`src/rtl/wb_regfile_sb_if.sv`:
```
// -----------------------------------------------------------------------------
// wb_regfile_sb_if
//   Groups the MEM/WB write-back signals and the ID read/issue signals that
//   connect to the write-back register file.
//   master : MEM/WB + ID side (drives write-back and read/issue requests)
//   slave  : register file (returns wdata, read data and busy flags)
// Signals
//   wmo, walu, wrn, wwreg, wm2reg : write-back from MEM/WB
//   wdata                         : selected write-back value (forwarding)
//   ra1, ra2 / rd1, rd2           : ID read addresses / data
//   busy1, busy2                  : pending-write flags for ra1 / ra2
//   iss_en, iss_rn                : ID issue of an instruction writing iss_rn
// -----------------------------------------------------------------------------
interface wb_regfile_sb_if #(
    parameter int DATA_W = 32,
    parameter int ADDR_W = 5
);
    logic [DATA_W-1:0] wmo;
    logic [DATA_W-1:0] walu;
    logic [ADDR_W-1:0] wrn;
    logic              wwreg;
    logic              wm2reg;
    logic [DATA_W-1:0] wdata;
    logic [ADDR_W-1:0] ra1;
    logic [ADDR_W-1:0] ra2;
    logic [DATA_W-1:0] rd1;
    logic [DATA_W-1:0] rd2;
    logic              busy1;
    logic              busy2;
    logic              iss_en;
    logic [ADDR_W-1:0] iss_rn;

    modport master (
        output wmo, walu, wrn, wwreg, wm2reg, ra1, ra2, iss_en, iss_rn,
        input  wdata, rd1, rd2, busy1, busy2
    );

    modport slave (
        input  wmo, walu, wrn, wwreg, wm2reg, ra1, ra2, iss_en, iss_rn,
        output wdata, rd1, rd2, busy1, busy2
    );
endinterface

```
`src/rtl/wb_regfile_sb.sv`:
```
// -----------------------------------------------------------------------------
// wb_regfile_sb
//   Write-back stage register file with pending-write scoreboard.
//   - Selects load data or ALU result and writes it to the register file.
//   - Two combinational read ports with same-cycle write-back bypass.
//   - One busy bit per register: set when ID issues a writer, cleared when
//     the result is written back. r0 reads 0 and is never busy.
// Ports
//   clk   : clock, all state updates on the rising edge
//   rst_n : asynchronous active-low reset, clears registers and scoreboard
//   bus   : wb_regfile_sb_if.slave (write-back, read ports, issue, busy)
// -----------------------------------------------------------------------------
module wb_regfile_sb #(
    parameter int DATA_W = 32,
    parameter int ADDR_W = 5
) (
    input  logic             clk,
    input  logic             rst_n,
    wb_regfile_sb_if.slave   bus
);
    localparam int NREG = 2 ** ADDR_W;

    logic [DATA_W-1:0] regs_q [NREG];
    logic [DATA_W-1:0] regs_d [NREG];
    logic [NREG-1:0]   busy_q;
    logic [NREG-1:0]   busy_d;

    logic [DATA_W-1:0] wdata;
    logic              wr_en;
    logic              byp1;
    logic              byp2;
    logic              iss1;
    logic              iss2;

    // The select is independent of wwreg so the forwarding path is valid early.
    assign wdata = bus.wm2reg ? bus.wmo : bus.walu;
    assign wr_en = bus.wwreg && (bus.wrn != '0);

    // NOTE: every signal written in always_comb gets a default first, so no
    // path leaves it unassigned and no latch is inferred.
    always_comb begin
        regs_d = regs_q;
        busy_d = busy_q;
        if (wr_en) begin
            regs_d[bus.wrn] = wdata;
            busy_d[bus.wrn] = 1'b0;
        end
        // Issue is applied after write-back so a same-register set wins:
        // the issued instruction is younger than the one retiring.
        if (bus.iss_en && (bus.iss_rn != '0)) begin
            busy_d[bus.iss_rn] = 1'b1;
        end
        regs_d[0] = '0;
        busy_d[0] = 1'b0;
    end

    // NOTE: the register array is reset explicitly because an asynchronous
    // reset must make every register read 0 immediately, which rules out
    // mapping it onto a plain RAM macro.
    // NOTE: sequential state uses non-blocking assignments so every flop
    // samples the pre-edge values regardless of statement order.
    always_ff @(posedge clk or negedge rst_n) begin
        if (!rst_n) begin
            regs_q <= '{default: '0};
            busy_q <= '0;
        end else begin
            regs_q <= regs_d;
            busy_q <= busy_d;
        end
    end

    // Read ports: r0 first, then bypass of the value being written, then array.
    assign byp1 = bus.wwreg && (bus.wrn == bus.ra1);
    assign byp2 = bus.wwreg && (bus.wrn == bus.ra2);
    assign iss1 = bus.iss_en && (bus.iss_rn == bus.ra1);
    assign iss2 = bus.iss_en && (bus.iss_rn == bus.ra2);

    assign bus.wdata = wdata;
    assign bus.rd1   = (bus.ra1 == '0) ? '0 : (byp1 ? wdata : regs_q[bus.ra1]);
    assign bus.rd2   = (bus.ra2 == '0) ? '0 : (byp2 ? wdata : regs_q[bus.ra2]);

    // A register being written this cycle is not busy to the reader, because
    // the bypass already delivers its value -- unless a younger writer to the
    // same register issues in the same cycle.
    assign bus.busy1 = (bus.ra1 != '0) && busy_q[bus.ra1] && !(byp1 && !iss1);
    assign bus.busy2 = (bus.ra2 != '0) && busy_q[bus.ra2] && !(byp2 && !iss2);

endmodule
```
`src/flat_wrapper.sv`:
```
// flat-port wrapper written by rule: the top's interface ports become plain ports
module wb_regfile_sb_flat 
#(
    parameter int DATA_W = 32,
    parameter int ADDR_W = 5
)
  (clk, rst_n, bus_wmo, bus_walu, bus_wrn, bus_wwreg, bus_wm2reg, bus_ra1, bus_ra2, bus_iss_en, bus_iss_rn, bus_wdata, bus_rd1, bus_rd2, bus_busy1, bus_busy2);
  wb_regfile_sb_if #(.DATA_W(DATA_W), .ADDR_W(ADDR_W)) bus_i ();
  input  logic clk;
  input  logic rst_n;
  input wire logic [$bits(bus_i.wmo)-1:0] bus_wmo;
  input wire logic [$bits(bus_i.walu)-1:0] bus_walu;
  input wire logic [$bits(bus_i.wrn)-1:0] bus_wrn;
  input wire logic [$bits(bus_i.wwreg)-1:0] bus_wwreg;
  input wire logic [$bits(bus_i.wm2reg)-1:0] bus_wm2reg;
  input wire logic [$bits(bus_i.ra1)-1:0] bus_ra1;
  input wire logic [$bits(bus_i.ra2)-1:0] bus_ra2;
  input wire logic [$bits(bus_i.iss_en)-1:0] bus_iss_en;
  input wire logic [$bits(bus_i.iss_rn)-1:0] bus_iss_rn;
  output wire logic [$bits(bus_i.wdata)-1:0] bus_wdata;
  output wire logic [$bits(bus_i.rd1)-1:0] bus_rd1;
  output wire logic [$bits(bus_i.rd2)-1:0] bus_rd2;
  output wire logic [$bits(bus_i.busy1)-1:0] bus_busy1;
  output wire logic [$bits(bus_i.busy2)-1:0] bus_busy2;
  assign bus_i.wmo = bus_wmo;
  assign bus_i.walu = bus_walu;
  assign bus_i.wrn = bus_wrn;
  assign bus_i.wwreg = bus_wwreg;
  assign bus_i.wm2reg = bus_wm2reg;
  assign bus_i.ra1 = bus_ra1;
  assign bus_i.ra2 = bus_ra2;
  assign bus_i.iss_en = bus_iss_en;
  assign bus_i.iss_rn = bus_iss_rn;
  assign bus_wdata = bus_i.wdata;
  assign bus_rd1 = bus_i.rd1;
  assign bus_rd2 = bus_i.rd2;
  assign bus_busy1 = bus_i.busy1;
  assign bus_busy2 = bus_i.busy2;
  wb_regfile_sb #(.DATA_W(DATA_W), .ADDR_W(ADDR_W)) u_core (.clk(clk), .rst_n(rst_n), .bus(bus_i));
endmodule
```
`config.mk`:
```
export PLATFORM = sky130hd
export DESIGN_NAME = wb_regfile_sb_flat
export DESIGN_NICKNAME = d
export VERILOG_FILES = /design/src/rtl/wb_regfile_sb_if.sv /design/src/rtl/wb_regfile_sb.sv /design/src/flat_wrapper.sv
export SDC_FILE = /design/constraint.sdc
export NUM_CORES = 2
export LEC_CHECK = 0
export ABC_AREA = 1
export CAP_MARGIN = 15
export CORE_ASPECT_RATIO = 2
export CORE_UTILIZATION = 42
export DETAILED_ROUTE_END_ITERATION = 8
export RECOVER_POWER = 50
export SLEW_MARGIN = 40
export SYNTH_ARGS = -nofsm -noshare
export SYNTH_HDL_FRONTEND = slang
export SYNTH_SLANG_ARGS = --single-unit
```
`constraint.sdc`:
```
create_clock -name clk -period 1.8 [get_ports clk]
set_input_delay 0.36 -clock clk [delete_from_list [all_inputs] [get_ports clk]]
set_output_delay 0.36 -clock clk [all_outputs]
set_load 0.01 [all_outputs]
```
; After elaboration in Yosys (flattened, before gate mapping)
; Index checks and enable logic that the tools add are counted.
[classes]
magnitude_cmp = 10
eq_ne = 4
n_mux = 24
bitwise = 6
reduce_logical = 25
[op_table]
columns = operator, count
row1 = $bwmux 1024, 1
row2 = $mux 32, 12
row3 = $bmux 32 s5, 2
row4 = $demux 32 s5, 1
row5 = $and 32x32->32, 1
row6 = $not 32->32, 1
row7 = $or 32x32->32, 1
row8 = $lt 5x6->1 const B, 4
row9 = $eq 5x5->1, 4
row10 = $reduce_bool 5->1, 4
row11 = $ge 6x6->1 const B, 3
row12 = $not 5->6, 3
row13 = $logic_and 1x1->1, 15
row14 = $bmux 1 s5, 2
row15 = $demux 1 s5, 2
row16 = $ge 5x1->1 const B, 2
row17 = $logic_not 5->1, 2
row18 = $lt 6x1->1 const B, 1
row19 = $logic_not 1->1, 4
row20 = $mux 1, 4
[word_totals]
register_bits = 1023
input_bits = 89
out_inout_bits = 98
wordCells = 101

; Depth between registers and ports, before layout
[depth]
depth_word = 9
ltp_mapped = 14
mapped_depth_nobuf = 10

; Worst setup path before layout
; No wires, ideal clock.
[synth_path]
path_type = input-to-output
start = in bus_ra1[0]
end = out bus_busy1
arrival_time_ns = 1.608
t_required_ns = 1.440
slack_ns = -0.168
cell_stages = 11
path_buffers = 4
path_cell_list = buf_2 buf_2 buf_2 buf_2 nand2_1 o21ai_0 nor2_1 nand3_1 a21oi_1 nand2_1 nor2_1
[synth_via]
elab_chain_cells = 6
word_cells_on_any_way = 12
cone_classes = eq/ne (2) / mux (2) / reduce/logical (8)
[synth_lines]
columns = element, line_no
row1 = start: declaration, flat_wrapper.sv:16  ; input wire logic [$bits(bus_i.ra1)-1:0] bus_ra1;
row2 = "parallel branches: the longest is 5 deep, another holds $bmux 1 s5", n/a
row3 = $logic_and 1x1->1 (*), wb_regfile_sb.sv:85  ; assign bus.busy1 = (bus.ra1 != '0) && busy_q[bus.ra1] && !(byp1 && !iss1);
row4 = end: declaration, flat_wrapper.sv:23  ; output wire logic [$bits(bus_i.busy1)-1:0] bus_busy1;
; Mark *: on every way between the ends. The select of a mux whose other input is x is not followed.

; Worst setup path after layout
[layout_path]
start = reg u_core.regs_q[618] in the netlist's numbering
end = out bus_rd2[10]
[layout_via]
elab_chain_cells = 5
[layout_lines]
columns = element, line_no
row1 = start: declaration, wb_regfile_sb.sv:23  ; logic [DATA_W-1:0] regs_q [NREG];
row2 = start signal: assignment, wb_regfile_sb.sv:67  ; regs_q <= regs_d;
row3 = $bmux 32 s5, wb_regfile_sb.sv:80  ; assign bus.rd2 = (bus.ra2 == '0) ? '0 : (byp2 ? wdata : regs_q[bus.ra2]);
row4 = $mux 32 (implied by the code) (2 in a row), wb_regfile_sb.sv:80
row5 = $mux 32 (2 in a row), wb_regfile_sb.sv:80
row6 = end: declaration, flat_wrapper.sv:22  ; output wire logic [$bits(bus_i.rd2)-1:0] bus_rd2;
; No other way between the ends. The select of a mux whose other input is x is not followed.

==> impl_metrics.tcl <==
set metrics [dict create \
    outcome "finished with violations" \
    violations "design-rule violations, negative setup slack" \
    rsz0062_at_grt "yes" \
    area_delta_synth_final_pct 34.2 \
    ir_drop_v 0.000770 \
    antenna_found_initial 5 \
    antenna_left 0 \
    rows 196 \
    vias 69100 \
    netlist_instances 9192 \
    fin_skew_ns 0 \
    yosysUniqueCellTypes 27 \
    fmax_mhz 399 \
    synth-seq-area-share_pct 42.5 \
    leakage_nw 39.0 \
    cp-start-kind "flop" \
    final_common_cell "nand2_1" \
    start_util_pct 42.3 \
    min_path_type "input port to flop" \
    drive_gt1_share_pct 23.3 \
    ff2ff_path_depth 5 \
    clockBufferDepth 3 \
    critical-path-max-stage-delay_ns 0.38 \
    grt_pass1_vias 65600 \
    die_h_um 538 \
    crit_required_ns 1.44 \
    period_share_pct 139 \
    path_clk_slew_ns 0.08 \
    die-area_mm2 0.145 \
    ys_warn_count 0 \
    path_class "flop to output port" \
    tightest_slew_ns 1.13 \
    finalMaxSlewViolations 0 \
    place_area_mm2 0.0728 \
    die_x_um 270 \
    worst-path-buf-inv 3 \
    drcViolationCount 1 \
    drt_pass1_iterations 9 \
    io_pins 187 \
    synthesis.area_mm2 0.0603 \
    final_util_pct 56.8 \
    clock-root-buffer "clkbuf_16" \
    grt_usage_pct 40.3 \
    post-route-min-period_ns 2.51 \
    grt_pass1_wl_um 433000 \
    hold_violations 0 \
    powerDensity_mw_per_mm2 964 \
    overflow 0 \
    wl_per_cell_um 25.3 \
    crit_family "simple AND/OR/NAND/NOR gates" \
    crit_path_end_kind "output port" \
    drt-total-wl_um 300000 \
    viasPerCell 5.82 \
    cts.htree.levels 3 \
    pre_cts_slack_ns -1.35 \
    avgSynthCellArea_um2 6.56 \
    fin_nets 10000 \
    syn_nets 9281 \
    finalSetupViolations 528 \
    drt_iter0_drc 9629 \
    clock-sinks 1023 \
    globalplace.congestion 0.971 \
    core_area_mm2 0.142 \
    cp_num_cells 11 \
    drv_cap 0 \
    clock_latency_ns 0.73 \
    cts_made_buffers 99 \
    cp_max_fo 2 \
    grt_max_degree 71 \
    portBuffers 186 \
    final_cell_mix "nand2_1, nand3_1, dfrtp_1, o21ai_0, buf_4" \
    final_area_mm2 0.0809 \
    maxSlewHeadroom_pct 24.7 \
    worstHoldPathCells 5 \
    fin_ws_ns -0.708 \
    hpwlAfterDp_um 198000 \
    path_cells "or2_4 -> nand3_2 -> nand2_1 -> nor2_1 -> nor2_1 -> nand2_1 -> nand3_2 -> buf_12 -> nand2_4 -> inv_2 -> buf_6" \
    crit_path_top_delay_cell "dfrtp_1" \
    timing.critical_path.arrival_ns 2.15 \
    synth_seq_cells 1023 \
    cts_tree "built" \
]
[kinds of logic (layout without fill, tap and decap cells)]
| kind of cell | count (synthesis) | count (layout) | share of synthesized area (%) |
|---|---|---|---|
| buffers and inverters | 1548 | 2360 | 10.4 |
| xor gates and xnor gates | 5 | 5 | 0.0726 |
| AOI/OAI and AO/OA | 1439 | 1439 | 12.1 |
| and+or+nand+nor | 5177 | 5177 | 35.0 |
| DFF | 1023 | 1023 | 42.5 |
| other | 0 | 1 | 0 |
[final cells by class]
| class | instances | area [um^2] |
|---|---|---|
| Tap cell | 1881 | 2350 |
| Clock buffer | 130 | 2770 |
| Antenna cell | 1 | 2.50 |
| Fill cell | 13300 | 61600 |
| Sequential cell | 1023 | 25600 |
| Inverter | 836 | 3230 |
| Timing Repair Buffer | 1337 | 15100 |
| Multi-Input combinational cell | 6621 | 31100 |
| Clock inverter | 57 | 716 |
[worst paths after layout]
kind / startpoint / end / slack (ns)
max: u_core.regs_q[618] / bus_rd2[10] / -0.71
max reg2reg: u_core.regs_q[791] / u_core.regs_q[791] / 0.83
min: bus_iss_rn[4] / u_core.busy_q[12] / 0.21
min in group asynchronous: rst_n / u_core.regs_q[907] / 0.39
max in group asynchronous: rst_n / u_core.regs_q[218] / -0.21
min reg2reg: u_core.busy_q[22] / u_core.busy_q[22] / 0.48
[flip-flops by register name, summed over array words and instances (netlist names)]
name           cells
u_core.busy_q     31
u_core.regs_q    992
[report_power, final]
group | switching [mW] | internal, mW
combinational | 14.1 | 9.76
sequential | 2.84 | 28.1
clock | 10.5 | 12.7
[per-layer routing]
| layer | GRT usage (%) | routed length (um) | share of wire, % |
|---|---|---|---|
| met4 | 32.3 | 29800 | 9.9 |
| met3 | 9.24 | 34200 | 11 |
| met1 | 48.1 | 105000 | 35 |
| met2 | 62.6 | 131000 | 44 |
| met5 | 0 | 11 | 0.0037 |
[through the flow]
stage,cells,setup TNS (ns),hold WS [ns],power [mW]
6_report,11900,-74.95,0.205,78.0
5_1_grt,11900,-127.74,0.278,81.5
4_1_cts,11800,-40.15,0.119,76.4
3_5_place_dp,11500,-625.05,0.289,52.1
3_3_place_gp,11500,-598.64,0.289,51.6
2_1_floorplan,9192,-0.293,0.0644,42.4
[worst register-to-register path, cell delays in order, from the launching register on]
cell and delay [ns]:
dfrtp_1 0.35, inv_2 0.05, buf_4 0.12, buf_4 0.12, buf_4 0.11, o21ai_0 0.15
[cell usage after synthesis]
library cell / number / area [um^2]
clkinv_1: 5 / 18.8
or2_2: 15 / 93.8
nor3_1: 6 / 30.0
dfrtp_1: 1023 / 25600
nand2_1: 3166 / 11900
buf_4: 7 / 52.6
nor2_1: 735 / 2760
o32ai_1: 3 / 26.3
nor4_2: 1 / 12.5
nand2_2: 10 / 62.6
o211ai_1: 18 / 135
nor3_2: 1 / 10.0
nand4_1: 6 / 37.5
clkbuf_1: 334 / 1250
buf_2: 330 / 1650
nand3_1: 1224 / 6130
inv_1: 820 / 3080
inv_2: 11 / 41.3
xor2_1: 1 / 8.76
nor2_2: 12 / 75.1
o21ai_0: 894 / 4470
buf_1: 41 / 154
a21oi_1: 507 / 2540
nor4_4: 1 / 21.3
o21ai_1: 2 / 10.0
o22ai_1: 15 / 93.8
xnor2_1: 4 / 35.0
[repair_timing]
action	4_1_cts	5_1_grt
endpoints found under the setup margin	99	92
hold buffers	1	0
resized for setup	1051	473
pin swaps	383	351
endpoints found under the hold margin	364	0
buffers inserted	78	69
gates cloned	10	6
Note: power is estimated with default switching activity, not from simulation.
